`src/rtl/axil_fifo_master_if.sv`:
```
// ---------------------------------------------------------------------------
// axil_fifo_master_if
//
// Bundles the two sides of the axil_fifo_master bridge:
//   * the local request stream   (addr_i/data_i/w_i/wmask_i/v_i -> ready_and_o)
//   * the local response stream  (data_o/err_o/v_o -> ready_and_i)
//   * a standard AXI4-Lite master port (AW, W, B, AR, R channels)
//
// Signal names keep the _i/_o suffix as seen from the bridge itself, so the
// "master" modport is the bridge view and "slave" is the environment view
// (request agent plus the AXI-lite slave it talks to).
// ---------------------------------------------------------------------------
interface axil_fifo_master_if #(
    parameter int axil_data_width_p = 32,
    parameter int axil_addr_width_p = 32
);
    localparam int axil_mask_width_lp = axil_data_width_p / 8;

    // local request stream
    logic [axil_addr_width_p-1:0]  addr_i;
    logic [axil_data_width_p-1:0]  data_i;
    logic                          w_i;
    logic [axil_mask_width_lp-1:0] wmask_i;
    logic                          v_i;
    logic                          ready_and_o;

    // local response stream
    logic [axil_data_width_p-1:0]  data_o;
    logic                          err_o;
    logic                          v_o;
    logic                          ready_and_i;

    // AXI4-Lite write address channel
    logic [axil_addr_width_p-1:0]  m_axil_awaddr_o;
    logic [2:0]                    m_axil_awprot_o;
    logic                          m_axil_awvalid_o;
    logic                          m_axil_awready_i;

    // AXI4-Lite write data channel
    logic [axil_data_width_p-1:0]  m_axil_wdata_o;
    logic [axil_mask_width_lp-1:0] m_axil_wstrb_o;
    logic                          m_axil_wvalid_o;
    logic                          m_axil_wready_i;

    // AXI4-Lite write response channel
    logic [1:0]                    m_axil_bresp_i;
    logic                          m_axil_bvalid_i;
    logic                          m_axil_bready_o;

    // AXI4-Lite read address channel
    logic [axil_addr_width_p-1:0]  m_axil_araddr_o;
    logic [2:0]                    m_axil_arprot_o;
    logic                          m_axil_arvalid_o;
    logic                          m_axil_arready_i;

    // AXI4-Lite read data channel
    logic [axil_data_width_p-1:0]  m_axil_rdata_i;
    logic [1:0]                    m_axil_rresp_i;
    logic                          m_axil_rvalid_i;
    logic                          m_axil_rready_o;

    modport master (
        input  addr_i, data_i, w_i, wmask_i, v_i,
        output ready_and_o,
        output data_o, err_o, v_o,
        input  ready_and_i,
        output m_axil_awaddr_o, m_axil_awprot_o, m_axil_awvalid_o,
        input  m_axil_awready_i,
        output m_axil_wdata_o, m_axil_wstrb_o, m_axil_wvalid_o,
        input  m_axil_wready_i,
        input  m_axil_bresp_i, m_axil_bvalid_i,
        output m_axil_bready_o,
        output m_axil_araddr_o, m_axil_arprot_o, m_axil_arvalid_o,
        input  m_axil_arready_i,
        input  m_axil_rdata_i, m_axil_rresp_i, m_axil_rvalid_i,
        output m_axil_rready_o
    );

    modport slave (
        output addr_i, data_i, w_i, wmask_i, v_i,
        input  ready_and_o,
        input  data_o, err_o, v_o,
        output ready_and_i,
        input  m_axil_awaddr_o, m_axil_awprot_o, m_axil_awvalid_o,
        output m_axil_awready_i,
        input  m_axil_wdata_o, m_axil_wstrb_o, m_axil_wvalid_o,
        output m_axil_wready_i,
        output m_axil_bresp_i, m_axil_bvalid_i,
        input  m_axil_bready_o,
        input  m_axil_araddr_o, m_axil_arprot_o, m_axil_arvalid_o,
        output m_axil_arready_i,
        output m_axil_rdata_i, m_axil_rresp_i, m_axil_rvalid_i,
        input  m_axil_rready_o
    );
endinterface

```
`src/rtl/axil_fifo_master.sv`:
```
// ---------------------------------------------------------------------------
// axil_fifo_master
//
// Turns a valid/ready request stream (addr/data/write/wmask) into single
// AXI4-Lite transactions, one outstanding at a time, and returns the read
// data (or zero for a write) plus an error flag on a valid/ready response
// stream. Non-OKAY responses are passed through as err_o=1, never retried.
//
// Ports:
//   clk_i      - single clock, all logic on the rising edge
//   reset_n_i  - asynchronous active-low reset
//   bus        - axil_fifo_master_if.master: request stream, response
//                stream and the AXI4-Lite master channels
// ---------------------------------------------------------------------------
module axil_fifo_master #(
    parameter int axil_data_width_p = 32,
    parameter int axil_addr_width_p = 32
) (
    input  logic               clk_i,
    input  logic               reset_n_i,
    axil_fifo_master_if.master bus
);
    localparam int axil_mask_width_lp = axil_data_width_p / 8;

    typedef enum logic [2:0] {
        ST_IDLE,
        ST_WRITE,
        ST_WRESP,
        ST_RADDR,
        ST_RDATA,
        ST_RESP
    } state_t;

    // registered state and captured request / response
    state_t                        r_state;
    logic [axil_addr_width_p-1:0]  r_addr;
    logic [axil_data_width_p-1:0]  r_wdata;
    logic [axil_mask_width_lp-1:0] r_wmask;
    logic                          r_aw_done;
    logic                          r_w_done;
    logic [axil_data_width_p-1:0]  r_rsp_data;
    logic                          r_rsp_err;

    // next-state values
    state_t                        w_state_next;
    logic [axil_addr_width_p-1:0]  w_addr_next;
    logic [axil_data_width_p-1:0]  w_wdata_next;
    logic [axil_mask_width_lp-1:0] w_wmask_next;
    logic                          w_aw_done_next;
    logic                          w_w_done_next;
    logic [axil_data_width_p-1:0]  w_rsp_data_next;
    logic                          w_rsp_err_next;

    // decoded outputs
    logic w_ready_and;
    logic w_awvalid;
    logic w_wvalid;
    logic w_bready;
    logic w_arvalid;
    logic w_rready;
    logic w_v;
    logic w_aw_hs;
    logic w_w_hs;

    // ready_and_o is gated directly by the reset pin so no request can be
    // accepted while reset is held, even combinationally.
    assign w_ready_and = (r_state == ST_IDLE) && reset_n_i;

    // ------------------------------------------------------------------
    // State register
    // ------------------------------------------------------------------
    always_ff @(posedge clk_i or negedge reset_n_i) begin
        if (!reset_n_i) begin
            r_state    <= ST_IDLE;
            r_addr     <= '0;
            r_wdata    <= '0;
            r_wmask    <= '0;
            r_aw_done  <= 1'b0;
            r_w_done   <= 1'b0;
            r_rsp_data <= '0;
            r_rsp_err  <= 1'b0;
        end else begin
            r_state    <= w_state_next;
            r_addr     <= w_addr_next;
            r_wdata    <= w_wdata_next;
            r_wmask    <= w_wmask_next;
            r_aw_done  <= w_aw_done_next;
            r_w_done   <= w_w_done_next;
            r_rsp_data <= w_rsp_data_next;
            r_rsp_err  <= w_rsp_err_next;
        end
    end

    // ------------------------------------------------------------------
    // Next-state and output decode
    // ------------------------------------------------------------------
    always_comb begin
        w_state_next    = r_state;
        w_addr_next     = r_addr;
        w_wdata_next    = r_wdata;
        w_wmask_next    = r_wmask;
        w_aw_done_next  = r_aw_done;
        w_w_done_next   = r_w_done;
        w_rsp_data_next = r_rsp_data;
        w_rsp_err_next  = r_rsp_err;

        w_awvalid = 1'b0;
        w_wvalid  = 1'b0;
        w_bready  = 1'b0;
        w_arvalid = 1'b0;
        w_rready  = 1'b0;
        w_v       = 1'b0;
        w_aw_hs   = 1'b0;
        w_w_hs    = 1'b0;

        case (r_state)
            ST_IDLE: begin
                if (bus.v_i && w_ready_and) begin
                    w_addr_next    = bus.addr_i;
                    w_wdata_next   = bus.data_i;
                    w_wmask_next   = bus.wmask_i;
                    w_aw_done_next = 1'b0;
                    w_w_done_next  = 1'b0;
                    w_state_next   = bus.w_i ? ST_WRITE : ST_RADDR;
                end
            end

            ST_WRITE: begin
                // AW and W are independent: each valid drops on its own
                // handshake, and the sticky done bits remember which side
                // already finished so either order (or both at once) works.
                w_awvalid      = !r_aw_done;
                w_wvalid       = !r_w_done;
                w_aw_hs        = w_awvalid && bus.m_axil_awready_i;
                w_w_hs         = w_wvalid && bus.m_axil_wready_i;
                w_aw_done_next = r_aw_done || w_aw_hs;
                w_w_done_next  = r_w_done || w_w_hs;
                if (w_aw_done_next && w_w_done_next) begin
                    w_state_next = ST_WRESP;
                end
            end

            ST_WRESP: begin
                w_bready = 1'b1;
                if (bus.m_axil_bvalid_i) begin
                    w_rsp_data_next = '0;
                    w_rsp_err_next  = (bus.m_axil_bresp_i != 2'b00);
                    w_state_next    = ST_RESP;
                end
            end

            ST_RADDR: begin
                w_arvalid = 1'b1;
                if (bus.m_axil_arready_i) begin
                    w_state_next = ST_RDATA;
                end
            end

            ST_RDATA: begin
                w_rready = 1'b1;
                if (bus.m_axil_rvalid_i) begin
                    w_rsp_data_next = bus.m_axil_rdata_i;
                    w_rsp_err_next  = (bus.m_axil_rresp_i != 2'b00);
                    w_state_next    = ST_RESP;
                end
            end

            ST_RESP: begin
                w_v = 1'b1;
                if (bus.ready_and_i) begin
                    w_state_next = ST_IDLE;
                end
            end

            default: begin
                w_state_next = ST_IDLE;
            end
        endcase
    end

    // ------------------------------------------------------------------
    // Output wiring: payloads come straight from the capture registers,
    // so they hold for as long as the matching valid is asserted.
    // ------------------------------------------------------------------
    assign bus.ready_and_o      = w_ready_and;
    assign bus.data_o           = r_rsp_data;
    assign bus.err_o            = r_rsp_err;
    assign bus.v_o              = w_v;

    assign bus.m_axil_awaddr_o  = r_addr;
    assign bus.m_axil_awprot_o  = 3'b000;
    assign bus.m_axil_awvalid_o = w_awvalid;

    assign bus.m_axil_wdata_o   = r_wdata;
    assign bus.m_axil_wstrb_o   = r_wmask;
    assign bus.m_axil_wvalid_o  = w_wvalid;

    assign bus.m_axil_bready_o  = w_bready;

    assign bus.m_axil_araddr_o  = r_addr;
    assign bus.m_axil_arprot_o  = 3'b000;
    assign bus.m_axil_arvalid_o = w_arvalid;

    assign bus.m_axil_rready_o  = w_rready;

endmodule

```
`src/flat_wrapper.sv`:
```
// flat-port wrapper written by rule: the top's interface ports become plain ports
module axil_fifo_master_flat 
#(
    parameter int axil_data_width_p = 32,
    parameter int axil_addr_width_p = 32
)
  (clk_i, reset_n_i, bus_addr_i, bus_data_i, bus_w_i, bus_wmask_i, bus_v_i, bus_ready_and_o, bus_data_o, bus_err_o, bus_v_o, bus_ready_and_i, bus_m_axil_awaddr_o, bus_m_axil_awprot_o, bus_m_axil_awvalid_o, bus_m_axil_awready_i, bus_m_axil_wdata_o, bus_m_axil_wstrb_o, bus_m_axil_wvalid_o, bus_m_axil_wready_i, bus_m_axil_bresp_i, bus_m_axil_bvalid_i, bus_m_axil_bready_o, bus_m_axil_araddr_o, bus_m_axil_arprot_o, bus_m_axil_arvalid_o, bus_m_axil_arready_i, bus_m_axil_rdata_i, bus_m_axil_rresp_i, bus_m_axil_rvalid_i, bus_m_axil_rready_o);
  axil_fifo_master_if #(.axil_data_width_p(axil_data_width_p), .axil_addr_width_p(axil_addr_width_p)) bus_i ();
  input  logic clk_i;
  input  logic reset_n_i;
  input wire logic [$bits(bus_i.addr_i)-1:0] bus_addr_i;
  input wire logic [$bits(bus_i.data_i)-1:0] bus_data_i;
  input wire logic [$bits(bus_i.w_i)-1:0] bus_w_i;
  input wire logic [$bits(bus_i.wmask_i)-1:0] bus_wmask_i;
  input wire logic [$bits(bus_i.v_i)-1:0] bus_v_i;
  output wire logic [$bits(bus_i.ready_and_o)-1:0] bus_ready_and_o;
  output wire logic [$bits(bus_i.data_o)-1:0] bus_data_o;
  output wire logic [$bits(bus_i.err_o)-1:0] bus_err_o;
  output wire logic [$bits(bus_i.v_o)-1:0] bus_v_o;
  input wire logic [$bits(bus_i.ready_and_i)-1:0] bus_ready_and_i;
  output wire logic [$bits(bus_i.m_axil_awaddr_o)-1:0] bus_m_axil_awaddr_o;
  output wire logic [$bits(bus_i.m_axil_awprot_o)-1:0] bus_m_axil_awprot_o;
  output wire logic [$bits(bus_i.m_axil_awvalid_o)-1:0] bus_m_axil_awvalid_o;
  input wire logic [$bits(bus_i.m_axil_awready_i)-1:0] bus_m_axil_awready_i;
  output wire logic [$bits(bus_i.m_axil_wdata_o)-1:0] bus_m_axil_wdata_o;
  output wire logic [$bits(bus_i.m_axil_wstrb_o)-1:0] bus_m_axil_wstrb_o;
  output wire logic [$bits(bus_i.m_axil_wvalid_o)-1:0] bus_m_axil_wvalid_o;
  input wire logic [$bits(bus_i.m_axil_wready_i)-1:0] bus_m_axil_wready_i;
  input wire logic [$bits(bus_i.m_axil_bresp_i)-1:0] bus_m_axil_bresp_i;
  input wire logic [$bits(bus_i.m_axil_bvalid_i)-1:0] bus_m_axil_bvalid_i;
  output wire logic [$bits(bus_i.m_axil_bready_o)-1:0] bus_m_axil_bready_o;
  output wire logic [$bits(bus_i.m_axil_araddr_o)-1:0] bus_m_axil_araddr_o;
  output wire logic [$bits(bus_i.m_axil_arprot_o)-1:0] bus_m_axil_arprot_o;
  output wire logic [$bits(bus_i.m_axil_arvalid_o)-1:0] bus_m_axil_arvalid_o;
  input wire logic [$bits(bus_i.m_axil_arready_i)-1:0] bus_m_axil_arready_i;
  input wire logic [$bits(bus_i.m_axil_rdata_i)-1:0] bus_m_axil_rdata_i;
  input wire logic [$bits(bus_i.m_axil_rresp_i)-1:0] bus_m_axil_rresp_i;
  input wire logic [$bits(bus_i.m_axil_rvalid_i)-1:0] bus_m_axil_rvalid_i;
  output wire logic [$bits(bus_i.m_axil_rready_o)-1:0] bus_m_axil_rready_o;
  assign bus_i.addr_i = bus_addr_i;
  assign bus_i.data_i = bus_data_i;
  assign bus_i.w_i = bus_w_i;
  assign bus_i.wmask_i = bus_wmask_i;
  assign bus_i.v_i = bus_v_i;
  assign bus_ready_and_o = bus_i.ready_and_o;
  assign bus_data_o = bus_i.data_o;
  assign bus_err_o = bus_i.err_o;
  assign bus_v_o = bus_i.v_o;
  assign bus_i.ready_and_i = bus_ready_and_i;
  assign bus_m_axil_awaddr_o = bus_i.m_axil_awaddr_o;
  assign bus_m_axil_awprot_o = bus_i.m_axil_awprot_o;
  assign bus_m_axil_awvalid_o = bus_i.m_axil_awvalid_o;
  assign bus_i.m_axil_awready_i = bus_m_axil_awready_i;
  assign bus_m_axil_wdata_o = bus_i.m_axil_wdata_o;
  assign bus_m_axil_wstrb_o = bus_i.m_axil_wstrb_o;
  assign bus_m_axil_wvalid_o = bus_i.m_axil_wvalid_o;
  assign bus_i.m_axil_wready_i = bus_m_axil_wready_i;
  assign bus_i.m_axil_bresp_i = bus_m_axil_bresp_i;
  assign bus_i.m_axil_bvalid_i = bus_m_axil_bvalid_i;
  assign bus_m_axil_bready_o = bus_i.m_axil_bready_o;
  assign bus_m_axil_araddr_o = bus_i.m_axil_araddr_o;
  assign bus_m_axil_arprot_o = bus_i.m_axil_arprot_o;
  assign bus_m_axil_arvalid_o = bus_i.m_axil_arvalid_o;
  assign bus_i.m_axil_arready_i = bus_m_axil_arready_i;
  assign bus_i.m_axil_rdata_i = bus_m_axil_rdata_i;
  assign bus_i.m_axil_rresp_i = bus_m_axil_rresp_i;
  assign bus_i.m_axil_rvalid_i = bus_m_axil_rvalid_i;
  assign bus_m_axil_rready_o = bus_i.m_axil_rready_o;
  axil_fifo_master #(.axil_data_width_p(axil_data_width_p), .axil_addr_width_p(axil_addr_width_p)) u_core (.clk_i(clk_i), .reset_n_i(reset_n_i), .bus(bus_i));
endmodule
```
`config.mk`:
```
export PLATFORM = sky130hd
export DESIGN_NAME = axil_fifo_master_flat
export DESIGN_NICKNAME = d
export VERILOG_FILES = /design/src/rtl/axil_fifo_master_if.sv /design/src/rtl/axil_fifo_master.sv /design/src/flat_wrapper.sv
export SDC_FILE = /design/constraint.sdc
export NUM_CORES = 1
export LEC_CHECK = 0
export ABC_AREA = 1
export CAP_MARGIN = 20
export CORE_AREA = 10 10 117 119
export CTS_BUF_LIST = sky130_fd_sc_hd__clkbuf_16
export DETAILED_ROUTE_END_ITERATION = 7
export DIE_AREA = 0 0 127 129
export PLACE_DENSITY = 0.85
export SKIP_CTS_REPAIR_TIMING = 1
export SLEW_MARGIN = 20
export SYNTH_ARGS = -nofsm -noshare
export SYNTH_HDL_FRONTEND = slang
export SYNTH_SLANG_ARGS = --single-unit
export TNS_END_PERCENT = 50
```
`constraint.sdc`:
```
create_clock -name clk_i -period 2.9 [get_ports clk_i]
set_input_delay 0.725 -clock clk_i [delete_from_list [all_inputs] [get_ports clk_i]]
set_output_delay 0.725 -clock clk_i [all_outputs]
set_load 0.01 [all_outputs]
```
==> After elaboration in Yosys (flattened, before gate mapping) <==
Cells that the tools add are included.
{ "totals": {"out_inout_bits": 146, "wordCells": 60, "register_bits": 106, "in_bits": 114} }
{ "classes": {"n_reduce_logical": 18, "muxes": 23, "eq_ne": 11} }
{ "ops": {"columns": ["op", "n"], "rows": [
  ["$mux W32", 2],
  ["$pmux W32 S2", 1],
  ["$mux W3", 6],
  ["$pmux W3 S6", 1],
  ["$ne A2 B2 Y1 const B", 5],
  ["$mux W1", 9],
  ["$reduce_bool A2 Y1", 4],
  ["$eq A3 B2 Y1 const B", 2],
  ["$eq A3 B3 Y1 const B", 2],
  ["$pmux W1 S2", 3],
  ["$reduce_and A6 Y1", 1],
  ["$logic_and A1 B1 Y1", 5],
  ["$reduce_and A2 Y1", 2],
  ["$eq A3 B1 Y1 const B", 1],
  ["$logic_not A3 Y1", 1],
  ["$reduce_and A3 Y1", 1],
  ["$logic_not A1 Y1", 2],
  ["$logic_or A1 B1 Y1", 2],
  ["$mux W2", 1],
  ["$ne A2 B1 Y1 const B", 1]
]} }

==> Logic depth before layout (Yosys ltp) <==
Gate-level depths: netlist of the first run.
{ "depth": {"depth_word": 6, "depth_mapped": 8, "depth_no_buf": 8} }

==> Least setup slack after synthesis of the first run <==
No wires, ideal clock.
{ "synth_timing": {"path_kind": "flip-flop to output port", "startpoint": "reg u_core.r_state[0]", "endpoint": "out bus_m_axil_rready_o", "t_arrival_ns": 0.960, "t_required_ns": 2.175, "slack_ns": 1.215, "path_stages_with_launch": 5, "n_path_buf": 1, "cell_sequence": "dfrtp_1 nor2_4 nand2_1 inv_2 buf_2"} }
{ "synth_via": {"elab_chain_cells": 2} }
{ "synth_lines": {"columns": ["item", "line_no", "source"], "rows": [
  ["from (decl)", "axil_fifo_master.sv:35", "state_t r_state;"],
  ["from (signal assigned)", "axil_fifo_master.sv:83", "r_state <= w_state_next;"],
  ["$eq A3 B3 Y1", "axil_fifo_master.sv:116", "case (r_state)"],
  ["$mux W1", "axil_fifo_master.sv:116", null],
  ["to (decl)", "flat_wrapper.sv:39", "output wire logic [$bits(bus_i.m_axil_rready_o)-1:0] bus_m_axil_rready_o;"]
]} }
No other way between the ends.

==> Final worst setup path of the first run <==
{ "layout_timing": {"startpoint": "reg u_core.r_state[1]", "endpoint": "out bus_m_axil_wvalid_o"} }
{ "layout_via": {"elab_chain_cells": 2} }
{ "layout_lines": {"columns": ["item", "line_no", "source"], "rows": [
  ["$eq A3 B1 Y1", "axil_fifo_master.sv:116", null],
  ["$mux W1", "axil_fifo_master.sv:116", null],
  ["to (decl)", "flat_wrapper.sv:27", "output wire logic [$bits(bus_i.m_axil_wvalid_o)-1:0] bus_m_axil_wvalid_o;"]
]} }
No other way between the ends.

==> results of run 1 <==
-- worst reg2reg max path, cell delays in order (launching register included) --
cell     delay [ps]
dfrtp_1         480
nor2_4          190
nand2_1         110
inv_2            70
buf_4           320
nand2_1         120
buf_4           270
nand2_1         120
nor2_1           50
a31oi_1         130
-- path summary, 6_finish.rpt --
path,from,endpoint,slack (ps),cells after the start
max,u_core.r_state[1]$_DFFE_PN0P_,bus_m_axil_wvalid_o,270,4
min reg2reg,u_core.bus.data_o[21]$_DFFE_PN0P_,u_core.bus.data_o[21]$_DFFE_PN0P_,500,2
max in group asynchronous,reset_n_i,u_core.bus.m_axil_araddr_o[11]$_DFFE_PN0P_,1160,3
max reg2reg,u_core.r_state[0]$_DFFE_PN0P_,u_core.bus.err_o$_DFFE_PN0P_,960,9
min,u_core.bus.data_o[21]$_DFFE_PN0P_,u_core.bus.data_o[21]$_DFFE_PN0P_,500,2
min in group asynchronous,reset_n_i,u_core.bus.data_o[9]$_DFFE_PN0P_,530,2
-- area by class of cell --
cell class | instances | area [um2] | share of cell area (%)
Sequential cell | 106 | 2653 | 36.00
Timing Repair Buffer | 261 | 2603 | 35.32
Multi-Input combinational cell | 290 | 1309 | 17.76
Inverter | 84 | 315.3 | 4.279
Clock buffer | 9 | 225.2 | 3.057
Tap cell | 143 | 178.9 | 2.428
Clock inverter | 7 | 85.08 | 1.155
-- cells in the mapped netlist, drive strengths merged --
master	instances	area, um2
o22ai	2	12.51
o211ai	1	7.510
nand4	2	12.51
conb	1	3.750
nor2	15	63.81
buf	60	422.9
dfrtp	106	2653
a31oi	1	6.260
a21oi	1	5.000
nor3	3	20.02
o21ai	71	355.3
nand3b	1	7.510
clkbuf	6	22.52
inv	84	315.3
nand2	117	439.2
nand3	70	350.3
-- through the flow --
| step | power [W] | std cells | area [um2] | worst slack, ps | hold slack (ps) |
|---|---|---|---|---|---|
| 2_1_floorplan | 0.004346 | 546 | 4716 | 1215 | 429.4 |
| 3_3_place_gp | 0.006301 | 884 | 7058 | 574.5 | 485.3 |
| 3_5_place_dp | 0.006468 | 884 | 7058 | 576.2 | 487.3 |
| 4_1_cts | 0.007769 | 900 | 7368 | 292.3 | 506.0 |
| 5_1_grt | 0.008172 | 900 | 7368 | 172.4 | 530.7 |
| 6_report | 0.007682 | 900 | 7368 | 274.3 | 503.2 |
-- layer usage --
metal / wire length, um / GRT usage, % / part of all wire [%] / vias to the layer above
met3: 1385 / 5.955 / 8.9 / 45
met2: 7954 / 31.90 / 51 / 215
met5: 0 / 0 / 0 / -
met4: 521 / 8.975 / 3.4 / 0
li1: - / - / - / 2066
met1: 5640 / 19.11 / 36 / 2025
-- registers in the layout, summed over array words and instances (netlist names) --
| name | count |
|---|---|
| u_core.bus.err_o | 1 |
| u_core.r_aw_done | 1 |
| u_core.bus.m_axil_araddr_o | 32 |
| u_core.r_state | 3 |
| u_core.r_w_done | 1 |
| u_core.bus.m_axil_wdata_o | 32 |
| u_core.bus.m_axil_wstrb_o | 4 |
| u_core.bus.data_o | 32 |
-- cell usage in the layout (no fill, tap or decap), types with 8 or more instances in the layout --
| cell | synthesis | final |
|---|---|---|
| nand3_1 | 70 | 70 |
| buf_4 | 44 | 8 |
| dfrtp_1 | 106 | 106 |
| nand2_1 | 117 | 117 |
| o21ai_1 | 52 | 52 |
| nor2_1 | 14 | 14 |
| inv_1 | 82 | 83 |
| clkdlybuf4s50_1 | 0 | 252 |
| o21ai_0 | 19 | 19 |
| clkbuf_16 | 0 | 9 |
-- power by group --
part / total, W / internal, W / switching (W)
registers: 0.00265 / 0.00217 / 0.000481
clock network: 0.00128 / 0.000748 / 0.000527
logic: 0.00375 / 0.00205 / 0.00170
total: 0.00768 / 0.00497 / 0.00271
-- kinds of logic (layout without fill, tap and decap cells) --
| logic type | count (synthesis) | after routing |
|---|---|---|
| buf+inv | 150 | 361 |
| compound gates | 76 | 76 |
| flops | 106 | 106 |
| other cells | 1 | 6 |
| simple gates | 208 | 208 |
==> metrics, run 1 <==
Syn Area/Cell around 8.7 um2; PD cells 1043 nW/um2; Max Slew Vio Count 0; initial antenna violation count 0; via count 4351; mux contribution to synthesized area 0%; nets just under 900; DRT antenna net count 0; Critical Path, Cell by Cell inv_1 -> nand3_1 -> nor2_1 -> clkdlybuf4s50_1; status finished clean; WS Path Type reg2out; Cell Rows 39; H-tree Lvls 3; clock skew around 6 ps; HP Class reg2reg; Yosys Warn Count 0; minimum clock period roughly 2600 ps; insertion delay of the later-clocked pin in the worst-skew pair 340 ps; detailed placement HPWL roughly 12000 um; die area 16380 um2; total grt overflow 0; synthesized cell area 4697 um2; post-layout util 65.09%; drt pass-1 iters 5; CP max stage delay 580 ps; sequential-to-total area share from yosys stat 56.47%; number of global-route vias before repair 4559; FILL cells 911; maxcap violations 0; gpl congestion 0.8771; largest net degree at the start of global routing 139; Post-Synth Adder-Cell Area 0%; post-synthesis register bit count between 100 and 150; CTS tree done; maximum clock rate 380.8 MHz; gr usage total 18.11%; post-route DRC violation count 0; Synth Area in Compound Gates under 10%; Die Width 127 um; CP arrival 1900 ps; leakage 3.412 nW; clock slew at reported path FFs 70 ps; routed len/inst 17.22 um; Num CTS Buffers 9; Initial Util about two fifths; Yosys cell types 22; Buf/Inv on CP 2; setup TNS 0 ps; io pins 260; Final Hold Fails 0; main combinational cell family by area after synthesis simple AND/OR/NAND/NOR gates; Core Region between 10000 and 15000 um2; IO Port Bufs 253; vias per inst 4.834; layout cell share with drive strength beyond 1 under 10%; Setup violations, final 0; first-pass GRT wire length 24050 um; RSZ-0062 raised after global routing no; Worst IR Drop VDD 0.6006 mV; CP Launch Type register; Worst slew margin 49.33%; sinks on the clock net between 100 and 150; initial DRC count between 200 and 250; drt total wl between 15000 and 20000 um; CP Capture Type primary output; Req. time, crit path 2170 ps; chip height 129 um; clock root buffer master clkbuf_16; xor and xnor fraction of the mapped netlist area 0%; critical path's top delay family buffers and inverters; Synth Instances 541; Slowest-stage cell, CP clkdlybuf4s50_1; final worst path period share about 91%; Max clock buf depth 2; Slew @ Worst Pin 760.0 ps; Simple-Gate Fraction of Synth Area 19.02%; crit-path max FO 7; Area Growth Syn to Fin 56.87%; Antenna Cells 0
Note: power is estimated with default switching activity, not from simulation.
==> run 2: changes to the inputs <==
--- a/config.mk
+++ b/config.mk
@@ -11,6 +11,7 @@
 export CTS_BUF_LIST = sky130_fd_sc_hd__clkbuf_16
 export DETAILED_ROUTE_END_ITERATION = 7
 export DIE_AREA = 0 0 127 129
+export HOLD_SLACK_MARGIN = 0.06
 export PLACE_DENSITY = 0.85
 export SKIP_CTS_REPAIR_TIMING = 1
 export SLEW_MARGIN = 20
==> results of run 2 <==
The final DEF is identical to that of run 1; final timing and power are the same.
==> run 3: changes to the inputs <==
--- a/config.mk
+++ b/config.mk
@@ -13,6 +13,7 @@
 export DIE_AREA = 0 0 127 129
 export HOLD_SLACK_MARGIN = 0.06
 export PLACE_DENSITY = 0.85
+export SETUP_SLACK_MARGIN = 0.2
 export SKIP_CTS_REPAIR_TIMING = 1
 export SLEW_MARGIN = 20
 export SYNTH_ARGS = -nofsm -noshare
==> run 3 against run 2 <==
  * Design area is essentially flat
  * Sequential cell count is the same
  * Wire length grew 0.16%
  * Register-to-register slack is essentially flat
  * Hold slack gained 1.7 ps
  * Maximum frequency grew 2.9%
  * Global-route usage is the same
  * Die area is the same
  * Largest cell class unchanged
==> metrics, run 3 (synthesis results as in run 1) <==
status finished clean (unchanged); layout cell share with drive strength beyond 1 3.567% (was 3.435%); Slowest-stage cell, CP clkdlybuf4s50_1 (unchanged); Setup violations, final 0 (unchanged); chip height 129 um (unchanged); sinks on the clock net 106 (unchanged); Area Growth Syn to Fin 56.98% (was 56.87%); Cell Rows 39 (unchanged); insertion delay of the later-clocked pin in the worst-skew pair 330 ps (was 340 ps); CP max stage delay 550 ps (was 580 ps); share of power burned in registers 34.5% (about the same); DRT antenna net count 0 (unchanged); Sw Share 35.29% (was 35.28%); clock root buffer master clkbuf_16 (unchanged); die area 16380 um2 (unchanged); initial antenna violation count 0 (unchanged); routed len/inst 17.25 um (was 17.22 um); RSZ-0062 raised after global routing no (unchanged); Core Region 11320 um2 (unchanged); Final Hold Fails 0 (unchanged); minimum clock period 2553 ps (was 2626 ps); PD cells 1043 nW/um2 (about the same); Die Width 127 um (unchanged); dpl cell area 7058 um2 (unchanged); clock skew 5.431 ps (was 5.911 ps); Num CTS Buffers 9 (unchanged); detailed placement HPWL 12020 um (unchanged); Worst slew margin 49.24% (was 49.33%); via count 4320 (was 4351); WS Path Type reg2out (unchanged); final worst path period share 88.03% (was 90.54%); maximum clock rate 391.7 MHz (was 380.8 MHz); post-route DRC violation count 0 (unchanged); CP Launch Type register (unchanged); setup TNS 0 ps (unchanged); CTS tree done (unchanged); gpl congestion 0.8771 (unchanged); H-tree Lvls 3 (unchanged); vias per inst 4.800 (was 4.834); drt pass-1 iters 5 (unchanged); CP Capture Type primary output (unchanged); Max clock buf depth 2 (unchanged); net load switching power 0.002713 W (was 0.002710 W); most frequent cells in the layout 252 x clkdlybuf4s50_1, 117 x nand2_1, 106 x dfrtp_1 (unchanged); initial DRC count 231 (was 241); clock slew at reported path FFs 70 ps (about the same); Worst IR Drop VDD 0.6010 mV (was 0.6006 mV); Power, Total 0.007687 W (was 0.007682 W); HP Class reg2reg (unchanged); leakage 3.414 nW (was 3.412 nW); Critical Path, Cell by Cell nor2_4 -> nand2_1 -> nor2_1 -> clkdlybuf4s50_1 (was inv_1 -> nand3_1 -> nor2_1 -> clkdlybuf4s50_1); fin area 7373 um2 (was 7368 um2); nets 866 (unchanged); Antenna Cells 0 (unchanged); Slew @ Worst Pin 761.4 ps (was 760.0 ps); R2R Setup Slk 950 ps (was 960 ps); gr usage total 18.11% (unchanged); Initial Util 41.49% (unchanged); CP arrival 1830 ps (was 1900 ps); maxcap violations 0 (unchanged); io pins 260 (unchanged); first-pass GRT wire length 24050 um (unchanged); crit-path max FO 7 (unchanged); total grt overflow 0 (unchanged); commonest non-fill, non-tap cell in the layout clkdlybuf4s50_1 (unchanged); IO Port Bufs 253 (unchanged); largest net degree at the start of global routing 139 (unchanged); Max Slew Vio Count 0 (unchanged); combinational fraction of design power 48.9% (about the same); drt total wl 15530 um (was 15500 um); number of global-route vias before repair 4559 (unchanged); internal power 0.004974 W (was 0.004972 W); Clk network pwr share 16.6% (about the same); Req. time, crit path 2170 ps (about the same)
[run 3: changes by cell type in the layout (fill, tap and decap cells not counted)]
cell	before	now
nand3_1	70	69
nand3_2	0	1
[run 3: final timing paths]
kind                                                   startpoint                                    endpoint  cells past startpoint
worst max-delay path                u_core.r_state[0]$_DFFE_PN0P_                             bus_ready_and_o                      4
worst min-delay path            u_core.bus.data_o[21]$_DFFE_PN0P_           u_core.bus.data_o[21]$_DFFE_PN0P_                      2
worst max register to register      u_core.r_state[0]$_DFFE_PN0P_                u_core.bus.err_o$_DFFE_PN0P_                      9
worst min register to register  u_core.bus.data_o[21]$_DFFE_PN0P_           u_core.bus.data_o[21]$_DFFE_PN0P_                      2
max in group asynchronous                               reset_n_i  u_core.bus.m_axil_araddr_o[11]$_DFFE_PN0P_                      3
min in group asynchronous                               reset_n_i           u_core.bus.data_o[25]$_DFFE_PN0P_                      2
[run 3: layout make-up]
type / instances / area [um2]
Tap cell: 143 / 178.9
Clock buffer: 9 / 225.2
Inverter: 84 / 315.3
Sequential cell: 106 / 2653
Timing Repair Buffer: 261 / 2603
Multi-Input combinational cell: 290 / 1314
Fill cell: 910 / 3948
Clock inverter: 7 / 85.08
[run 3: worst max-delay path: cells and delay by family (launching register included)]
kind	cells	cell delay (ps)
buf+inv	1	550
flops	1	500
simple gates	3	440
[run 3: power groups by stage]
| stage | clock (W) | sequential (W) | combinational, W |
|---|---|---|---|
| 2_1_floorplan | 0 | 0.00291 | 0.00143 |
| 6_report | 0.00128 | 0.00265 | 0.00376 |
| 4_1_cts | 0.00131 | 0.00265 | 0.00381 |
| 3_3_place_gp | 0 | 0.00261 | 0.00369 |
| 5_1_grt | 0.00136 | 0.00274 | 0.00408 |
| 3_5_place_dp | 0 | 0.00267 | 0.00380 |
[run 3: per-stage QoR]
step | std cells | utilization, % | setup slack (ps) | hold slack (ps)
after floorplan | 546 | - | 1215 | 429.4
after global placement | 884 | 62.35 | 574.5 | 485.3
after detailed placement | 884 | 62.35 | 576.2 | 487.3
after CTS | 900 | 65.09 | 292.3 | 506.0
after global routing | 900 | 65.13 | 272.6 | 530.7
final | 900 | 65.13 | 347.3 | 504.9
[run 3: layer usage]
| layer | wire, um | track usage (%) | part of all wire [%] |
|---|---|---|---|
| met2 | 7975 | 31.90 | 51 |
| met5 | 0 | 0 | 0 |
| met3 | 1379 | 5.955 | 8.9 |
| met1 | 5682 | 19.11 | 37 |
| met4 | 489 | 8.975 | 3.1 |
